==> src/rtl/wb_pkg.sv <==
// Shared types and constants for the writeback unit: FSM states and
// the funct3 encodings that select load width and sign handling.
package wb_pkg;

    typedef enum logic {
        ST_IDLE      = 1'b0,
        ST_WAIT_LOAD = 1'b1
    } wb_state_e;

    localparam logic [2:0] LB  = 3'b000;
    localparam logic [2:0] LH  = 3'b001;
    localparam logic [2:0] LW  = 3'b010;
    localparam logic [2:0] LBU = 3'b100;
    localparam logic [2:0] LHU = 3'b101;

endpackage

==> src/rtl/load_extract.sv <==
// Combinational load-data alignment: picks the byte/halfword addressed by
// the low address bits and sign- or zero-extends it according to funct3.
module load_extract
    import wb_pkg::*;
(
    input  logic [2:0]  i_funct3,
    input  logic [1:0]  i_addr_lo,
    input  logic [31:0] i_rdata,
    output logic [31:0] o_data
);

    logic [7:0]  byte_sel;
    logic [15:0] half_sel;

    always_comb begin
        byte_sel = i_rdata[7:0];
        case (i_addr_lo)
            2'd0: byte_sel = i_rdata[7:0];
            2'd1: byte_sel = i_rdata[15:8];
            2'd2: byte_sel = i_rdata[23:16];
            2'd3: byte_sel = i_rdata[31:24];
            default: byte_sel = i_rdata[7:0];
        endcase
        half_sel = i_addr_lo[1] ? i_rdata[31:16] : i_rdata[15:0];
    end

    always_comb begin
        o_data = i_rdata;
        case (i_funct3)
            LB:      o_data = {{24{byte_sel[7]}}, byte_sel};
            LH:      o_data = {{16{half_sel[15]}}, half_sel};
            LW:      o_data = i_rdata;
            LBU:     o_data = {24'd0, byte_sel};
            LHU:     o_data = {16'd0, half_sel};
            default: o_data = i_rdata;
        endcase
    end

endmodule

==> src/rtl/wb_unit.sv <==
// Writeback unit: retires ALU results immediately and waits for load data,
// with a timeout on missing load responses and a decode hazard flag.
module wb_unit
    import wb_pkg::*;
#(
    parameter int unsigned LOAD_TIMEOUT = 255
) (
    input  logic        i_clk,
    input  logic        i_rst_n,
    input  logic        i_req_valid,
    output logic        o_req_ready,
    input  logic        i_req_load,
    input  logic [4:0]  i_req_rd,
    input  logic [31:0] i_req_data,
    input  logic [2:0]  i_req_funct3,
    input  logic [1:0]  i_req_addr_lo,
    input  logic        i_dmem_rvalid,
    input  logic [31:0] i_dmem_rdata,
    output logic        o_rd_wen,
    output logic [4:0]  o_rd_waddr,
    output logic [31:0] o_rd_wdata,
    input  logic [4:0]  i_rs1_raddr,
    input  logic [4:0]  i_rs2_raddr,
    output logic        o_hazard,
    output logic        o_load_err
);

    localparam int unsigned CW = (LOAD_TIMEOUT < 2) ? 1 : $clog2(LOAD_TIMEOUT);
    // Counter value on the last permitted wait cycle without data.
    localparam logic [CW-1:0] CNT_LAST = CW'(LOAD_TIMEOUT - 1);

    wb_state_e   state_q, state_d;
    logic [CW-1:0] cnt_q, cnt_d;
    logic [4:0]  pend_rd_q, pend_rd_d;
    logic [2:0]  pend_f3_q, pend_f3_d;
    logic [1:0]  pend_alo_q, pend_alo_d;
    logic        wen_q, wen_d;
    logic [4:0]  waddr_q, waddr_d;
    logic [31:0] wdata_q, wdata_d;
    logic        err_q, err_d;
    logic [31:0] ext_data;

    load_extract u_extract (
        .i_funct3  (pend_f3_q),
        .i_addr_lo (pend_alo_q),
        .i_rdata   (i_dmem_rdata),
        .o_data    (ext_data)
    );

    always_comb begin
        state_d    = state_q;
        cnt_d      = cnt_q;
        pend_rd_d  = pend_rd_q;
        pend_f3_d  = pend_f3_q;
        pend_alo_d = pend_alo_q;
        wen_d      = 1'b0;
        waddr_d    = waddr_q;
        wdata_d    = wdata_q;
        err_d      = 1'b0;
        case (state_q)
            ST_IDLE: begin
                if (i_req_valid) begin
                    if (i_req_load) begin
                        pend_rd_d  = i_req_rd;
                        pend_f3_d  = i_req_funct3;
                        pend_alo_d = i_req_addr_lo;
                        cnt_d      = '0;
                        state_d    = ST_WAIT_LOAD;
                    end else if (i_req_rd != '0) begin
                        wen_d   = 1'b1;
                        waddr_d = i_req_rd;
                        wdata_d = i_req_data;
                    end
                end
            end
            ST_WAIT_LOAD: begin
                // Data wins over timeout when both land on the same cycle.
                if (i_dmem_rvalid) begin
                    state_d = ST_IDLE;
                    if (pend_rd_q != '0) begin
                        wen_d   = 1'b1;
                        waddr_d = pend_rd_q;
                        wdata_d = ext_data;
                    end
                end else if (cnt_q == CNT_LAST) begin
                    state_d = ST_IDLE;
                    err_d   = 1'b1;
                end else begin
                    cnt_d = cnt_q + CW'(1);
                end
            end
            default: state_d = ST_IDLE;
        endcase
    end

    always_ff @(posedge i_clk or negedge i_rst_n) begin
        if (!i_rst_n) begin
            state_q    <= ST_IDLE;
            cnt_q      <= '0;
            pend_rd_q  <= '0;
            pend_f3_q  <= '0;
            pend_alo_q <= '0;
            wen_q      <= 1'b0;
            waddr_q    <= '0;
            wdata_q    <= '0;
            err_q      <= 1'b0;
        end else begin
            state_q    <= state_d;
            cnt_q      <= cnt_d;
            pend_rd_q  <= pend_rd_d;
            pend_f3_q  <= pend_f3_d;
            pend_alo_q <= pend_alo_d;
            wen_q      <= wen_d;
            waddr_q    <= waddr_d;
            wdata_q    <= wdata_d;
            err_q      <= err_d;
        end
    end

    assign o_req_ready = (state_q == ST_IDLE);
    assign o_rd_wen    = wen_q;
    assign o_rd_waddr  = waddr_q;
    assign o_rd_wdata  = wdata_q;
    assign o_load_err  = err_q;
    assign o_hazard    = (state_q == ST_WAIT_LOAD) && (pend_rd_q != '0) &&
                         ((i_rs1_raddr == pend_rd_q) || (i_rs2_raddr == pend_rd_q));

endmodule

==> config.mk <==
export PLATFORM = sky130hd
export DESIGN_NAME = wb_unit
export DESIGN_NICKNAME = d
export VERILOG_FILES = /design/src/rtl/wb_pkg.sv /design/src/rtl/load_extract.sv /design/src/rtl/wb_unit.sv
export SDC_FILE = /design/constraint.sdc
export NUM_CORES = 1
export LEC_CHECK = 0
export CAP_MARGIN = 25
export CORE_MARGIN = 2
export CORE_UTILIZATION = 40
export DETAILED_ROUTE_END_ITERATION = 7
export GPL_ROUTABILITY_DRIVEN = 0
export GPL_TIMING_DRIVEN = 0
export PLACE_DENSITY = 0.78
export SLEW_MARGIN = 10
export SYNTH_ARGS = -nofsm -noshare
export SYNTH_HDL_FRONTEND = slang
export SYNTH_SLANG_ARGS = --single-unit
==> constraint.sdc <==
create_clock -name i_clk -period 2.92 [get_ports i_clk]
set_input_delay 0.292 -clock i_clk [delete_from_list [all_inputs] [get_ports i_clk]]
set_output_delay 0.292 -clock i_clk [all_outputs]
set_load 0.01 [all_outputs]
* Word level (Yosys, flattened, before mapping)
Index checks and enable logic that the tools add are counted. Widths: inputs -> output; s select.
Storage, ports and cells: flip-flop bits (word level) 58, input port bits 89, output and inout port bits 41, logic and storage cells 72
Operators by class: $add $sub $neg 1, eq/ne operators 17, multiplexer cells 34, bitwise operators 1, reductions and logical operators 10
Operator list (count):
- $mux 32 | 5
- $pmux 32 s4 | 1
- $pmux 32 s2 | 1
- $mux 8 | 4
- $pmux 8 s4 | 1
- $mux 5 | 5
- $mux 16 | 1
- $pmux 8 s2 | 1
- $mux 1 | 12
- $eq 5x5->1 | 2
- $ne 2x2->1 const B | 5
- $pmux 5 s2 | 1
- $reduce_bool 5->1 | 2
- $add 8x1->8 const B | 1
- $eq 8x8->1 const B | 1
- $eq 3x3->1 const B | 2
- $ne 2x1->1 const B | 3
- $reduce_and 5->1 | 1
- $eq 2x2->1 const B | 2
- $pmux 1 s2 | 2
- $reduce_and 4->1 | 1
- $eq 3x1->1 const B | 1
- $logic_not 3->1 | 1
- $reduce_and 3->1 | 1
- 5 further kinds | 6

* Depth between registers and ports, before layout
depth after elaboration 6, depth in mapped cells 7, depth with buffers taken out 6

* By module
A second synthesis with hierarchy kept.
Unflattened totals: cell total of the unflattened synthesis 327, area total of the unflattened synthesis 3597.2 µm²
Modules (own cells, without submodules):
- wb_unit | instances 1, cells an instance 217, area an instance 2947.8 µm², seq. area each 1451.4 µm²
- load_extract | instances 1, cells an instance 110, area an instance 649.4 µm², seq. area each 0.0 µm²

* Worst setup path before layout
No wires, ideal clock.
path type register -> register, start point register pend_rd_q[3], end point register waddr_q[2] (netlist: o_rd_waddr[2]), setup time 0.128 ns, data arrival time 1.653 ns, required time 2.792 ns, slack 1.139 ns, stages on the path, launching flop included 6, path buffers 1, clock period less this slack 1.781 ns, path through dfrtp_1 > or4_4 > o211a_4 > nor2_4 > buf_2 > o21ai_0
On the way: cells in the longest elaborated chain, start to end 3
RTL lines:
- start, declared | line wb_unit.sv:34 | logic [4:0] pend_rd_q, pend_rd_d;
- start signal, assigned | line wb_unit.sv:110 | pend_rd_q <= pend_rd_d;
- $reduce_bool 5->1 | line wb_unit.sv:80 | if (pend_rd_q != '0) begin
- $ne 2x1->1 (no line)
- $reduce_and 5->1 (no line)
- end signal, assigned | line wb_unit.sv:114 | waddr_q <= waddr_d;
- end, declared | line wb_unit.sv:38 | logic [4:0] waddr_q, waddr_d;
No other way between the ends. A chain may end at the register's enable or synchronous reset.

* Final worst setup path
start point register state_q, end point output o_hazard
On the way: cells in the longest elaborated chain, start to end 2
RTL lines:
- start, declared | line wb_unit.sv:32 | wb_state_e state_q, state_d;
- start signal, assigned | line wb_unit.sv:108 | state_q <= state_d;
- $logic_and 1x1->1 (2 in series) | line wb_unit.sv:125 | assign o_hazard = (state_q == ST_WAIT_LOAD) && (pend_rd_q != '0) &&
- end, declared | line wb_unit.sv:24 | output logic o_hazard,
No other way between the ends.

==> impl_metrics.yaml <==
status:
  status: "finished, violations left"
  failed_checks: "negative hold slack"
cts:
  post_cts_buffers: 0
  clk_pin_slew_ns: 0.07
  root_buffer: "clkbuf_8"
  clock-sinks: 58
  cts-resized-gates: 0
  numCtsBuffers: 9
  clkLatencyLatePin_ns: 0.34
  cts_max_level: 3
  ctsHoldBuffers: 0
  clk_path_buf_depth: 2
  cts_tree: "built"
logic_synthesis:
  netlist_area_um2: 3490
  ys_seq_area_share_pct: 41.6
  synth_cells: 392
  post_synth.cell_area_avg_um2: 8.91
  synth_nets: 483
  synth_seq_cells: 58
  ys_warn_count: 0
  ys_async_sr_fraction_pct: 100
  synth_edf_count: 0
  synthFlopType: "dfrtp_1"
  synth_cell_types: 46
worst_setup_path:
  cpLargestDelayFamily: "buffers and inverters"
  path_cells: "buf_2, clkbuf_1, o21ai_0, a21oi_1, clkdlybuf4s50_1"
  cp-start-kind: "register"
  regToRegEndpoint: "o_rd_wdata[6]"
  critical_path.startpoint: "state_q"
  critPathRequiredTime_ns: 2.63
  max_stage_delay_ns: 0.57
  reg2reg_from: "pend_f3_q[0]"
  crit_buf_inv: 3
  crit_type: "reg -> out"
  r2r_slack_ns: 0.76
  arrival_ns: 2.46
  worst_r2r_path_depth: 5
  worst_setup_path_end_kind: "output port"
  slowest_stage: "clkdlybuf4s50_1"
  critPathMaxFanout: 10
worst_hold_path:
  hp-class: "in -> async"
finish:
  final_cell_area_um2: 5150
  instances_no_fill: 646
  layout-drive-gt1-share_pct: 5.95
  final_util_pct: 59.9
  layout_commonest_cell: "clkdlybuf4s50_1"
  mostFrequentLayoutCells: "clkdlybuf4s50_1 (128), dfrtp_1 (58), nand2_1 (41)"
  area_growth_pct: 47.6
  num_antenna_cells: 0
  fill_cells: 723
  finalNetCount: 624
floorplan:
  start_util_pct: 40.6
  num_rows: 34
  ios: 130
  fp.dieH_um: 97.4
  dieArea_um2: 9490
  dieWidth_um: 97.4
  fp.coreArea_um2: 8590
detailed_routing:
  ant_nets: 0
  routedWlPerCell_um: 17.8
  drt-initial-drc-count: 265
  dr.pass1.iters: 5
  remaining_drc_errors: 0
  vias_per_cell: 5.80
  finalWirelength_um: 11500
  num_vias: 3744
timing:
  slew_violations: 0
  setup_viol: 0
  fin_crit_sh_pct: 94.3
  hold_viol: 24
  rsz0062_at_grt: "no"
  fmax_mhz: 363
  clock_skew_ns: 0.0107
  worst_pin_slew_ns: 0.795
  fin_ws_ns: 0.167
  timing.hold.ws_ns: -0.0151
  min_period_ns: 2.75
  relSlewSlack_pct: 47.0
  tns_ns: 0
placement:
  dpl_cell_area_um2: 4930
  dp_slack_ns: 0.546
  port_buffers: 129
  dp_hpwl_um: 8690
  place_inst: 630
grt:
  first_global_vias: 3728
  grt_max_degree: 32
  overflow: 0
  antenna_found_initial: 0
  grtUsageTotal_pct: 23.9
  grt_pass1_wl_um: 18400
power:
  total_power_mw: 3.35
  peakVddDrop_mv: 0.327
  cellPowerDensity_nw_per_um2: 650
  power.leakage_nw: 2.07
run:
  cap_violations: 0
## kinds of logic after synthesis
family,share of synthesized area (%)
AO/OA/AOI/OAI,21.0
multiplexers,6.02
adder cells (fa/ha/maj),0.717
AND/OR/NAND/NOR,22.7
buffers and inverters,4.52
flip-flops,41.6
XOR/XNOR,3.51
## layout make-up
class / count / area, um2 / area share (%)
Multi-Input combinational cell: 297 / 1880 / 36.5
Sequential cell: 58 / 1450 / 28.2
Timing Repair Buffer: 130 / 1310 / 25.4
Buffer: 33 / 143 / 2.77
Clock buffer: 11 / 141 / 2.74
Tap cell: 108 / 135 / 2.62
Clock inverter: 5 / 77.6 / 1.51
Inverter: 4 / 15.0 / 0.291
## power breakdown
part | switching (mW) | leakage (nW) | internal [mW] | total (mW)
clock network | 0.324 | 0.109 | 0.501 | 0.825
logic | 0.670 | 1.25 | 0.695 | 1.37
registers | 0.150 | 0.710 | 1.01 | 1.16
## state kept, by name (all words and copies together) (netlist names)
register,flops
o_rd_wen,1
cnt_q,8
pend_rd_q,5
o_rd_waddr,5
pend_alo_q,2
o_load_err,1
o_rd_wdata,32
pend_f3_q,3
state_q,1
## synthesized netlist by cell type (all sizes together), types with 2 or more instances
library cell  instances  area share (%)
dfrtp                58              42
nand2                41             4.4
o211ai                3            0.79
o221ai                6             1.5
buf                   8             1.4
mux2i                21             6.0
a221oi               18             4.7
nand2b               10             1.8
o21ai                20             2.9
a2bb2oi               2            0.50
a32oi                 8             2.0
a21oi                13             1.9
nand3                30             4.3
nor3                 18             2.6
xnor2                 5             1.3
o31ai                18             3.9
xor2                  9             2.3
nor2b                 8             1.4
clkbuf               25             2.7
ha                    2            0.72
a31oi                 7             1.3
nand4                 3            0.54
nor3b                 8             1.7
and3                  2            0.36
nor2                 32             3.7
o2111ai               2            0.50
or4                   2            0.54
inv                   3            0.32
## how the worst max path moves through the flow
stage / end / cells after the start
after floorplan: o_rd_waddr[2] / 5
after global placement: o_rd_wdata[27] / 1
after detailed placement: o_hazard / 5
after CTS: o_hazard / 5
after global routing: o_hazard / 5
final: o_hazard / 5
## worst reg2reg max path: cells and delay by family (launching register included)
| family | cells | cell delay [ns] |
|---|---|---|
| AOI/OAI and AO/OA | 3 | 1.24 |
| DFF | 1 | 0.44 |
| and+or+nand+nor | 1 | 0.17 |
| buffers and inverters | 1 | 0.22 |
## layer usage
| layer | GRT usage [%] | share of wire [%] |
|---|---|---|
| met1 | 31.1 | 42 |
| met2 | 39.7 | 48 |
| met3 | 5.25 | 8.6 |
| met4 | 7.59 | 2.0 |
| met5 | 0 | 0 |
Power figures use the tool's default switching activity.
